**config.mk**
```make
export PLATFORM = sky130hd
export DESIGN_NAME = soma_rr_arbiter
export DESIGN_NICKNAME = d
export VERILOG_FILES = /design/src/rtl/soma_arb_pkg.sv /design/src/rtl/soma_tag_fifo.sv /design/src/rtl/soma_rr_arbiter.sv
export SDC_FILE = /design/constraint.sdc
export NUM_CORES = 1
export LEC_CHECK = 0
export ABC_AREA = 1
export ABC_CLOCK_PERIOD_IN_PS = 2600
export BUFFER_PORTS_ARGS = -buffer_cell sky130_fd_sc_hd__buf_2
export CAP_MARGIN = 20
export CORE_ASPECT_RATIO = 0.7
export CORE_MARGIN = 5
export CORE_UTILIZATION = 45
export CTS_CLUSTER_SIZE = 10
export DETAILED_ROUTE_END_ITERATION = 10
export GPL_ROUTABILITY_DRIVEN = 0
export HOLD_SLACK_MARGIN = 0.15
export PLACE_DENSITY_LB_ADDON = 0.2
export REMOVE_ABC_BUFFERS = 1
export SLEW_MARGIN = 20
export SYNTH_ARGS = -nofsm -noshare
export SYNTH_HDL_FRONTEND = slang
export SYNTH_SLANG_ARGS = --single-unit
```
**constraint.sdc**
```tcl
create_clock -name clk -period 2.6 [get_ports clk]
set_input_delay 0.26 -clock clk [delete_from_list [all_inputs] [get_ports clk]]
set_output_delay 0.26 -clock clk [all_outputs]
set_load 0.05 [all_outputs]
```
**src/rtl/soma_arb_pkg.sv**
```systemverilog
// soma_arb_pkg: shared widths, operand/result types and the round-robin pick helper
package soma_arb_pkg;
  localparam int DW = 8;
  typedef logic [DW-1:0] operand_t;
  typedef logic [DW:0] result_t;
  function automatic logic [2:0] rr_pick(input logic [7:0] valid, input logic [2:0] ptr, input int n);
    logic [2:0] g;
    logic f;
    int idx;
    g = '0;
    f = 1'b0;
    for (int i = 0; i < 8; i++) begin
      idx = (int'(ptr) + i) % n;
      if (i < n && !f && valid[idx]) begin
        g = 3'(idx);
        f = 1'b1;
      end
    end
    return g;
  endfunction
endpackage

```
**src/rtl/soma_tag_fifo.sv**
```systemverilog
// soma_tag_fifo: in-order requester-id fifo tracking issued-but-unreturned operations
module soma_tag_fifo import soma_arb_pkg::*; #(
  parameter int WIDTH = 2,
  parameter int DEPTH = 4
) (
  input  logic                       clk,
  input  logic                       rstn,
  input  logic                       push,
  input  logic                       pop,
  input  logic [WIDTH-1:0]           din,
  output logic [WIDTH-1:0]           dout,
  output logic                       full,
  output logic                       empty,
  output logic [$clog2(DEPTH):0]     count
);
  localparam int AW = $clog2(DEPTH);
  logic [WIDTH-1:0] mem [DEPTH];
  logic [AW-1:0] wr_ptr, rd_ptr;
  logic do_push, do_pop;
  assign full = count == (AW+1)'(DEPTH);
  assign empty = count == '0;
  assign dout = mem[rd_ptr];
  assign do_push = push & ~full;
  assign do_pop = pop & ~empty;
  always_ff @(posedge clk) begin
    if (do_push) mem[wr_ptr] <= din;
  end
  always_ff @(posedge clk) begin
    if (!rstn) begin
      wr_ptr <= '0;
      rd_ptr <= '0;
      count <= '0;
    end else begin
      if (do_push) wr_ptr <= wr_ptr + 1'b1;
      if (do_pop) rd_ptr <= rd_ptr + 1'b1;
      count <= count + (AW+1)'(do_push) - (AW+1)'(do_pop);
    end
  end
endmodule

```
**src/rtl/soma_rr_arbiter.sv**
```systemverilog
// soma_rr_arbiter: round-robin share of one in-order adder with tag-fifo response routing
module soma_rr_arbiter import soma_arb_pkg::*; #(
  parameter int NUM_REQ = 4,
  parameter int MAX_OUT = 4
) (
  input  logic                  clk,
  input  logic                  rstn,
  input  logic [NUM_REQ-1:0]    req_valid_i,
  output logic [NUM_REQ-1:0]    req_ready_o,
  input  logic [NUM_REQ*DW-1:0] req_data1_i,
  input  logic [NUM_REQ*DW-1:0] req_data2_i,
  output logic [NUM_REQ-1:0]    rsp_valid_o,
  input  logic [NUM_REQ-1:0]    rsp_ready_i,
  output logic [DW:0]           rsp_data_o,
  output logic                  add_valid_o,
  input  logic                  add_ready_i,
  output logic [DW-1:0]         add_data1_o,
  output logic [DW-1:0]         add_data2_o,
  input  logic                  add_valid_i,
  output logic                  add_ready_o,
  input  logic [DW:0]           add_data_i
);
  localparam int IW = NUM_REQ > 1 ? $clog2(NUM_REQ) : 1;
  logic [IW-1:0] rr_ptr, locked_id, grant, head;
  logic [2:0] scan;
  logic lock, full, empty, push, pop, rsp_any;
  logic [$clog2(MAX_OUT):0] cnt;
  assign scan = rr_pick(8'(req_valid_i), 3'(rr_ptr), NUM_REQ);
  assign grant = lock ? locked_id : IW'(scan);
  assign add_valid_o = (lock | (|req_valid_i)) & ~full;
  assign add_data1_o = add_valid_o ? req_data1_i[grant*DW +: DW] : '0;
  assign add_data2_o = add_valid_o ? req_data2_i[grant*DW +: DW] : '0;
  assign push = add_valid_o & add_ready_i;
  assign req_ready_o = push ? NUM_REQ'(1) << grant : '0;
  assign rsp_any = add_valid_i & ~empty;
  assign rsp_valid_o = rsp_any ? NUM_REQ'(1) << head : '0;
  assign rsp_data_o = rsp_any ? add_data_i : '0;
  assign add_ready_o = ~empty & rsp_ready_i[head];
  assign pop = add_valid_i & add_ready_o;
  always_ff @(posedge clk) begin
    if (!rstn) begin
      rr_ptr <= '0;
      lock <= 1'b0;
      locked_id <= '0;
    end else if (push) begin
      rr_ptr <= grant == IW'(NUM_REQ-1) ? '0 : grant + 1'b1;
      lock <= 1'b0;
    end else if (add_valid_o) begin
      lock <= 1'b1;
      locked_id <= grant;
    end
  end
  soma_tag_fifo #(.WIDTH(IW), .DEPTH(MAX_OUT)) u_fifo (
    .clk(clk),
    .rstn(rstn),
    .push(push),
    .pop(pop),
    .din(grant),
    .dout(head),
    .full(full),
    .empty(empty),
    .count(cnt)
  );
endmodule

```
==> impl_metrics.csv, run 1 <==
group,metric,value,unit
synth,synth_xor_area_share,0.3817,%
synth,synth_top_family_by_area,"simple AND/OR/NAND/NOR gates",
routing,drt_iter0_markers,115,
critical_path,slowest_stage,"dfxtp_4",
cts,cts_tree,"done",
critical_path,r2r-end,"u_fifo.count[2]$_SDFF_PN0_",
floorplanning,die_h,69.75,um
synth,synthAdderAreaFrac,6.325,%
cts,path_clk_slew,0.08,ns
cts,h-tree-depth,1,
critical_path,reg2reg_slack,0.21,ns
final_layout,layout_commonest_cell,"nand2_1",
timing,fin_crit_sh,97.61,%
floorplanning,die-area,0.006650,mm2
routing,post-route-drc-count,0,
timing,layout_setup_ws,0.06210,ns
synth,synth.distinct_cells,31,
cts,numCtsBuffers,3,
critical_path,cpMostUsedCell,"nand2_1",
routing,wl_per_cell,12.91,um
power,leakagePower,1.979,nW
synth,synth_seq_area_share,22.68,%
final_layout,syn_to_final_growth,51.47,%
cts,clkLatencyLatePin,0.26,ns
placement,place_hpwl,5036,um
run,maxCapViolCount,0,
run_status,outcome,"complete, no violations",
floorplanning,initial_core_util,47.21,%
critical_path,cp.arrival,2.28,ns
critical_path,cp_max_fo,26,
floorplanning,io_pins,120,
routing,drt_wl_total,7720,um
global_routing,antenna_found_initial,0,
timing,final-setup-viol-count,0,
worst_hold_path,hold_depth,3,
global_routing,grt_pass1_wl,9963,um
timing,tightest_slew,0.4601,ns
global_routing,grt_max_degree,27,
power,irDropWorstVdd,1.173,mV
global_routing,overflow,0,
placement,pre_cts_ws,0.1277,ns
synth,synth_compound_area_share,4.798,%
synth,synth.largest_area_cell,"nand2_1",
synth,synth_area,0.002295,mm2
final_layout,fin_nets,626,
final_layout,layout_common_cells,"112 x nand2_1, 99 x buf_2, 71 x nor2_1",
timing,maxSlewHeadroom,69.25,%
placement,dpl_cell_area,0.002893,mm2
critical_path,cp-end-kind,"primary output",
timing,hold_ws,0.3166,ns
final_layout,design_area,0.003476,mm2
synth,muxShareOfSynthArea,0,%
final_layout,drive_gt1_share,38.00,%
power,power.density_cell_area,1655,mW/mm2
synth,synthSimpleGateAreaFrac,50.55,%
synth,ys_ff_latch,22,
cts,ctsRootBufferMaster,"clkbuf_8",
timing,maxSlewViolCount,0,
synth,synth_warnings,0,
cts,clkSinkCount,22,
worst_hold_path,worstHoldPathType,"in -> reg",
cts,ctsHoldBuffers,0,
routing,drt_first_pass_iters,5,
critical_path,endpoint,"add_data1_o[1]",
critical_path,criticalPathCategory,"reg -> out",
final_layout,finalNonFillerCells,598,
synth,synth_top_area_share,20.12,%
routing,viasPerCell,4.841,
floorplanning,die_w,95.35,um
synth,postSynthCellCount,401,
timing,clock_skew,0.007980,ns
routing,ant_nets,0,
final_layout,n_antenna_cell,0,
floorplanning,row_count,21,
timing,hold_viol,0,
floorplanning,core_area,0.004861,mm2
timing,rsz0062_at_grt,"true",
placement,dp_cells,579,
placement,numPortBuffers,119,
cts,clockBufferDepth,2,
critical_path,slowest_delay,0.38,ns
global_routing,track_usage,17.73,%
critical_path,startpoint,"rr_ptr[0]$_SDFFE_PN0P_",
routing,vias,2895,
synth,ys_top_cells_by_area,"nand2_1 20%, nor2_1 14%, dfxtp_1 12%, edfxtp_1 10%, nand3_1 9.6%",
critical_path,crit_chain,"buf_6 -> nand2_2 -> nand3_2 -> nand2_4 -> inv_1 -> nand2_1 -> nand2_1 -> nand2_2 -> nand3_4 -> nand2_4 -> buf_12 -> nand2_1 -> nand3_1 -> nand2_1 -> nor2_1 -> buf_6",
timing,min_period,2.538,ns
timing,max_freq,394.0,MHz
critical_path,reg2regPathDepth,15,
critical_path,required,2.34,ns
synth,synth_area_per_cell,5.722,um2
global_routing,first_global_vias,2311,
critical_path,cp-start-kind,"flop",
power,p_total,5.754,mW
-- layout make-up --
cell class,count,area [um2]
Multi-Input combinational cell,307,1654
Fill cell,412,1385
Timing Repair Buffer,137,918.4
Sequential cell,22,529.3
Inverter,59,232.7
Tap cell,69,86.33
Clock buffer,4,55.05
-- per-layer routing --
metal / track usage, % / up-vias / routed length, um
li1: - / 1488 / -
met1: 21.97 / 1276 / 3123
met2: 31.96 / 111 / 3911
met3: 2.603 / 20 / 524
met4: 3.680 / 0 / 160
met5: 0 / - / 0
-- cells in the mapped netlist, drive strengths merged --
| master | n |
|---|---|
| o21bai | 1 |
| or2 | 2 |
| nand4 | 2 |
| xnor2 | 1 |
| o21ai | 11 |
| dfxtp | 14 |
| nand3 | 46 |
| nand2 | 133 |
| clkinv | 1 |
| nor2 | 85 |
| a21oi | 7 |
| nor3 | 3 |
| edfxtp | 8 |
| fa | 1 |
| clkbuf | 4 |
| o22ai | 1 |
| buf | 12 |
| inv | 58 |
| ha | 10 |
| a31oi | 1 |
-- how the worst min path moves through the flow --
stage                                   from                             to
2_1_floorplan                           rstn     u_fifo.count[0]$_SDFF_PN0_
3_3_place_gp   u_fifo.rd_ptr[1]$_SDFFE_PN0P_  u_fifo.rd_ptr[1]$_SDFFE_PN0P_
3_5_place_dp   u_fifo.rd_ptr[1]$_SDFFE_PN0P_                           flop
4_1_cts                                 rstn     u_fifo.count[1]$_SDFF_PN0_
5_1_grt                                 rstn     u_fifo.count[1]$_SDFF_PN0_
6_report                                rstn     u_fifo.count[0]$_SDFF_PN0_
-- sequential cells by signal, summed over array words and instances (netlist names), named ones only --
name	cells
locked_id	2
lock	1
u_fifo.mem	8
rr_ptr	2
u_fifo.wr_ptr	2
u_fifo.rd_ptr	2
u_fifo.count	3
-- metrics by stage --
stage | setup TNS (ns) | utilization [%]
after global placement | 0 | 59.51
after global routing | -0.6292 | 71.51
after CTS | 0 | 61.11
after floorplan | -3.554 | -
final | 0 | 71.51
after detailed placement | 0 | 59.51
-- repair_timing --
item | 4_1_cts | 5_1_grt
setup buffers | 0 | 10
gates resized for setup | 6 | 117
endpoints found under the setup margin | 12 | 22
gates cloned | 0 | 5
pin swaps | 0 | 24
-- power breakdown --
group,switching [mW],internal [mW]
sequential,0.0744,0.495
combinational,3.22,1.72
clock,0.106,0.135
total,3.40,2.35
-- cells by family after synthesis --
| logic type | after synthesis |
|---|---|
| adders and majority gates | 11 |
| buffers and inverters | 75 |
| and+or+nand+nor | 271 |
| DFF | 22 |
| xor gates and xnor gates | 1 |
| AOI/OAI and AO/OA | 21 |
-- worst max-delay path, delay by kind of cell, from the launching register on --
family	cells	cell delay [ns]
buffers and inverters	4	0.53
flip-flops	1	0.38
AND/OR/NAND/NOR	12	1.07
No activity file was read; power rests on OpenSTA's default activity.
==> inputs of run 2 (changes only) <==
--- a/config.mk
+++ b/config.mk
@@ -6,7 +6,7 @@
 export NUM_CORES = 1
 export LEC_CHECK = 0
 export ABC_AREA = 1
-export ABC_CLOCK_PERIOD_IN_PS = 2600
+export ABC_CLOCK_PERIOD_IN_PS = 3000
 export BUFFER_PORTS_ARGS = -buffer_cell sky130_fd_sc_hd__buf_2
 export CAP_MARGIN = 20
 export CORE_ASPECT_RATIO = 0.7
==> constraint.sdc (replaced) <==
create_clock -name clk -period 3 [get_ports clk]
set_input_delay 0.3 -clock clk [delete_from_list [all_inputs] [get_ports clk]]
set_output_delay 0.3 -clock clk [all_outputs]
set_load 0.05 [all_outputs]
==> run 2 against run 1 <==
Compared with the run above:
- non-clock buffer count is 16 lower
- clock power rose by 12%
- via count shrank 9.0%
- global-route usage down 0.27 points
- register-to-register slack gained 0.26 ns
- total power shrank 31%
- die area did not move
- clock skew fell by 0.0055 ns
- sequential cell count unchanged
- first-iteration DRC count is 1.7% higher
==> impl_metrics.csv, run 2 (same netlist as run 1, synthesis figures left out) <==
group,metric,value,unit
routing,viasPerCell,4.549,
critical_path,cp-start-kind,"flop",
floorplanning,row_count,21,
final_layout,top_regs,"u_fifo.mem x8, u_fifo.count x3",
global_routing,grt_pass1_wl,9901,um
placement,numPortBuffers,119,
critical_path,cp_max_fo,17,
cts,ctsRootBufferMaster,"clkbuf_8",
timing,min_period,2.738,ns
global_routing,grt_max_degree,52,
floorplanning,die_h,69.75,um
timing,tightest_slew,0.4123,ns
final_layout,layout_common_cells,"123 x nand2_1, 109 x buf_2, 84 x nor2_1",
floorplanning,io_pins,120,
global_routing,antenna_found_initial,0,
final_layout,fin_nets,607,
routing,drt_wl_total,5985,um
routing,wl_per_cell,10.34,um
critical_path,criticalPathCategory,"reg -> out",
floorplanning,initial_core_util,47.21,%
timing,fin_crit_sh,91.27,%
final_layout,largest_reg_flops,8,
critical_path,required,2.70,ns
critical_path,cp.arrival,2.44,ns
final_layout,n_antenna_cell,0,
timing,max_freq,365.2,MHz
floorplanning,die_w,95.35,um
run,maxCapViolCount,0,
cts,h-tree-depth,1,
timing,hold_viol,0,
cts,path_clk_slew,0.08,ns
cts,clkLatencyLatePin,0.26,ns
power,irDropWorstVdd,0.6858,mV
floorplanning,core_area,0.004861,mm2
critical_path,cp-end-kind,"primary output",
cts,clockBufferDepth,2,
timing,rsz0062_at_grt,"false",
routing,ant_nets,0,
worst_hold_path,worstHoldPathType,"in -> reg",
cts,clkSinkCount,22,
final_layout,layout_commonest_cell,"nand2_1",
power,leakagePower,1.796,nW
global_routing,first_global_vias,2361,
timing,maxSlewViolCount,0,
timing,tns,0,ns
power,power.density_cell_area,1333,mW/mm2
cts,cts_tree,"done",
timing,clock_skew,0.002488,ns
final_layout,top_register,"u_fifo.mem",
timing,maxSlewHeadroom,72.45,%
routing,post-route-drc-count,0,
routing,vias,2634,
cts,ctsHoldBuffers,0,
placement,dp_cells,575,
final_layout,drive_gt1_share,28.43,%
global_routing,track_usage,17.46,%
floorplanning,die-area,0.006650,mm2
routing,drt_first_pass_iters,4,
final_layout,fin_util,61.29,%
run_status,outcome,"complete, no violations",
final_layout,syn_to_final_growth,29.83,%
cts,numCtsBuffers,3,
routing,drt_iter0_markers,117,
global_routing,overflow,0,
final_layout,finalNonFillerCells,579,
timing,final-setup-viol-count,0,
placement,place_hpwl,4840,um
[run 2: worst paths after layout]
kind | startpoint | to | slack [ns] | cells past startpoint
worst min-delay path | rstn | u_fifo.count[1]$_SDFF_PN0_ | 0.36 | 3
worst max register to register | flop | u_fifo.count[2]$_SDFF_PN0_ | 0.47 | 14
worst max-delay path | rr_ptr[0]$_SDFFE_PN0P_ | req_ready_o[3] | 0.26 | 14
worst min register to register | u_fifo.rd_ptr[1]$_SDFFE_PN0P_ | u_fifo.rd_ptr[1]$_SDFFE_PN0P_ | 0.53 | 2
[run 2: per-stage QoR]
step	cell area (um2)	total power, mW	hold slack (ns)	worst slack (ns)
2_1_floorplan	2166	2.946	0.3935	0.08422
3_3_place_gp	2875	3.622	0.5117	0.3707
3_5_place_dp	2875	3.653	0.5203	0.2873
4_1_cts	2947	3.933	0.3500	0.009023
5_1_grt	2979	4.344	0.3851	0.03927
6_report	2979	3.970	0.3581	0.2620
[run 2: final cells by class]
class,instances,area [um2]
Clock buffer,3,41.29
Clock inverter,1,30.03
Inverter,59,224.0
Tap cell,69,86.33
Sequential cell,22,525.5
Timing Repair Buffer,121,648.1
Fill cell,472,1882
Multi-Input combinational cell,304,1424
[run 2: per-layer routing]
layer	wire length, um	vias up	global-route usage (%)
met5	0	-	0
met4	69	0	3.520
met3	399	6	2.061
met2	2889	71	31.57
met1	2627	1117	21.90
li1	-	1440	-
[run 2: repair_timing]
item	in CTS	in global routing
endpoints found under the setup margin	0	20
setup buffers	0	0
resized for setup	0	14
[run 2: report_power, final]
part / switching, mW / internal, mW / leakage (nW) / total [mW]
clock: 0.0921 / 0.178 / 0.0357 / 0.270
combinational: 2.34 / 0.863 / 1.57 / 3.21
sequential: 0.0664 / 0.427 / 0.191 / 0.493
total: 2.50 / 1.47 / 1.80 / 3.97
[run 2: worst max-delay path: stages, from the launching register on]
cell and delay (ns):
dfxtp_4 0.42, inv_4 0.09, nand2_1 0.08, nand2_2 0.08, nand2_1 0.08, nand2_2 0.07
nor2_4 0.14, nand4_2 0.14, nand3_4 0.20, nand2_4 0.08, inv_1 0.20, ha_1 0.18
inv_1 0.04, nor2_1 0.09, buf_2 0.28
==> inputs of run 3 (changes only) <==
--- a/config.mk
+++ b/config.mk
@@ -6,12 +6,14 @@
 export NUM_CORES = 1
 export LEC_CHECK = 0
 export ABC_AREA = 1
-export ABC_CLOCK_PERIOD_IN_PS = 3000
+export ABC_CLOCK_PERIOD_IN_PS = 3100
 export BUFFER_PORTS_ARGS = -buffer_cell sky130_fd_sc_hd__buf_2
 export CAP_MARGIN = 20
+export CELL_PAD_IN_SITES_DETAIL_PLACEMENT = 1
+export CELL_PAD_IN_SITES_GLOBAL_PLACEMENT = 1
 export CORE_ASPECT_RATIO = 0.7
 export CORE_MARGIN = 5
-export CORE_UTILIZATION = 45
+export CORE_UTILIZATION = 29
 export CTS_CLUSTER_SIZE = 10
 export DETAILED_ROUTE_END_ITERATION = 10
 export GPL_ROUTABILITY_DRIVEN = 0
==> constraint.sdc (replaced) <==
create_clock -name clk -period 3.1 [get_ports clk]
set_input_delay 0.31 -clock clk [delete_from_list [all_inputs] [get_ports clk]]
set_output_delay 0.31 -clock clk [all_outputs]
set_load 0.05 [all_outputs]
==> run 3 against run 2 <==
Compared with the run above:
- first-iteration DRC count is 38% lower
- combinational power is 5% higher
- via count is 4.0% higher
- sequential power is 6.5% lower
- critical path depth is 2 higher
- largest power group unchanged
==> impl_metrics.csv, run 3 (same netlist as run 1, synthesis figures left out) <==
group,metric,value,unit
global_routing,track_usage,14.79,%
routing,wl_met3,299,um
floorplanning,io_pins,120,
routing,drt_first_pass_iters,4,
placement,place_hpwl,6100,um
worst_hold_path,hold_depth,3,
routing,viasPerCell,4.384,
timing,min_period,2.789,ns
final_layout,syn_to_final_growth,35.71,%
critical_path,cp-end-kind,"primary output",
global_routing,first_global_vias,2681,
global_routing,grt_max_degree,33,
cts,h-tree-depth,1,
routing,vias,2740,
final_layout,nFillCells,1110,
final_layout,fin_nets,621,
run,maxCapViolCount,0,
critical_path,required,2.79,ns
cts,clkLatencyLatePin,0.26,ns
cts,cts_tree,"done",
routing,met1_length,3622,um
worst_hold_path,hp-start,"add_ready_i",
floorplanning,die_w,116.3,um
critical_path,cp-start-kind,"flop",
critical_path,reg2regPathDepth,14,
routing,drt_wl_total,7704,um
timing,final-setup-viol-count,0,
final_layout,layout_common_cells,"123 x nand2_1, 118 x buf_2, 84 x nor2_1",
routing,ant_nets,0,
power,leakagePower,1.862,nW
final_layout,multi_input_area,0.001444,mm2
timing,fin_crit_sh,89.97,%
floorplanning,row_count,27,
global_routing,antenna_found_initial,0,
final_layout,n_antenna_cell,0,
routing,wl_per_cell,12.33,um
run_status,outcome,"complete, no violations",
cts,ctsRootBufferMaster,"clkbuf_16",
floorplanning,die_h,84.43,um
critical_path,criticalPathCategory,"reg -> out",
global_routing,overflow,0,
cts,clockBufferDepth,2,
timing,maxSlewHeadroom,68.81,%
timing,maxSlewViolCount,0,
final_layout,largest_reg_flops,8,
final_layout,drive_gt1_share,29.77,%
routing,highest_layer,"met4",
timing,tns,0,ns
cts,ctsHoldBuffers,0,
floorplanning,core_area,0.007804,mm2
final_layout,top_register,"u_fifo.mem",
routing,met2_length,3615,um
cts,numCtsBuffers,3,
global_routing,grt_pass1_wl,12300,um
floorplanning,die-area,0.009820,mm2
placement,dpl_cell_area,0.002925,mm2
critical_path,cp.arrival,2.48,ns
timing,clock_skew,0.003972,ns
worst_hold_path,worstHoldPathType,"in -> reg",
final_layout,layout_commonest_cell,"nand2_1",
routing,drt_iter0_markers,72,
critical_path,cp_max_fo,16,
final_layout,seq_area,520.5,um2
timing,max_freq,358.5,MHz
power,power.density_cell_area,1323,mW/mm2
routing,post-route-drc-count,0,
critical_path,r2r-end,"u_fifo.count[1]$_SDFF_PN0_",
worst_hold_path,min_delay_worst_endpoint,"locked_id[0]$_SDFFE_PN0P_",
cts,clkSinkCount,22,
timing,tightest_slew,0.4678,ns
critical_path,reg2reg_slack,0.49,ns
power,irDropWorstVdd,0.6191,mV
final_layout,top_regs,"u_fifo.mem x8, u_fifo.count x3",
final_layout,design_area,0.003114,mm2
floorplanning,initial_core_util,29.41,%
placement,numPortBuffers,119,
timing,rsz0062_at_grt,"false",
cts,path_clk_slew,0.06,ns
timing,hold_viol,0,
run 3: final cells by class:
cell class | instances | area share, %
Clock inverter | 1 | 0.1205
Timing Repair Buffer | 134 | 23.22
Sequential cell | 22 | 16.71
Multi-Input combinational cell | 305 | 46.36
Tap cell | 101 | 4.058
Clock buffer | 3 | 2.411
Inverter | 59 | 7.111
run 3: layer usage:
metal,track usage [%],vias up
li1,-,1470
met1,19.55,1198
met2,25.44,57
met3,1.369,15
met4,4.215,0
met5,0,-
run 3: worst max-delay path, stage by stage, from the launching register on:
cell	delay (ns)
dfxtp_1	0.44
inv_2	0.11
nand2_1	0.08
nand2_2	0.08
nand2_1	0.08
nand2_2	0.07
nand2_1	0.07
nand2_1	0.06
nand2_2	0.08
nand3_4	0.21
buf_12	0.21
nand2_4	0.16
nand2_1	0.07
nand2_1	0.07
nor2_1	0.04
nor2_1	0.10
buf_2	0.27
run 3: worst max-delay path by stage:
stage / startpoint / endpoint
final: rr_ptr[1]$_SDFFE_PN0P_ / add_data1_o[6]
after detailed placement: rr_ptr[1]$_SDFFE_PN0P_ / req_ready_o[3]
after global routing: rr_ptr[1]$_SDFFE_PN0P_ / add_data1_o[0]
after CTS: rr_ptr[1]$_SDFFE_PN0P_ / req_ready_o[3]
after global placement: rr_ptr[0]$_SDFFE_PN0P_ / add_data1_o[0]
after floorplan: rr_ptr[0]$_SDFFE_PN0P_ / req_ready_o[3]
run 3: through the flow:
stage | total power, mW | hold WS, ns | std cells | utilization (%) | setup slack (ns)
floorplan | 2.851 | 0.4035 | 385 | - | 0.1742
CTS | 3.919 | 0.3842 | 614 | 38.50 | 0.05447
detailed placement | 3.631 | 0.5183 | 610 | 37.49 | 0.3554
global route | 4.498 | 0.3987 | 625 | 39.91 | 0.02574
global placement | 3.566 | 0.5096 | 610 | 37.49 | 0.4305
finish | 4.119 | 0.3801 | 625 | 39.91 | 0.3109
run 3: timing repair:
action	4_1_cts	5_1_grt
endpoints found under the hold margin	0	0
gates resized for setup	0	2
setup buffers	0	10
setup endpoints to repair	0	15
run 3: power breakdown:
group / switching (mW) / leakage, nW / internal (mW)
Combinational: 2.44 / 1.63 / 0.947
Sequential: 0.0515 / 0.190 / 0.410
Clock: 0.101 / 0.0385 / 0.172
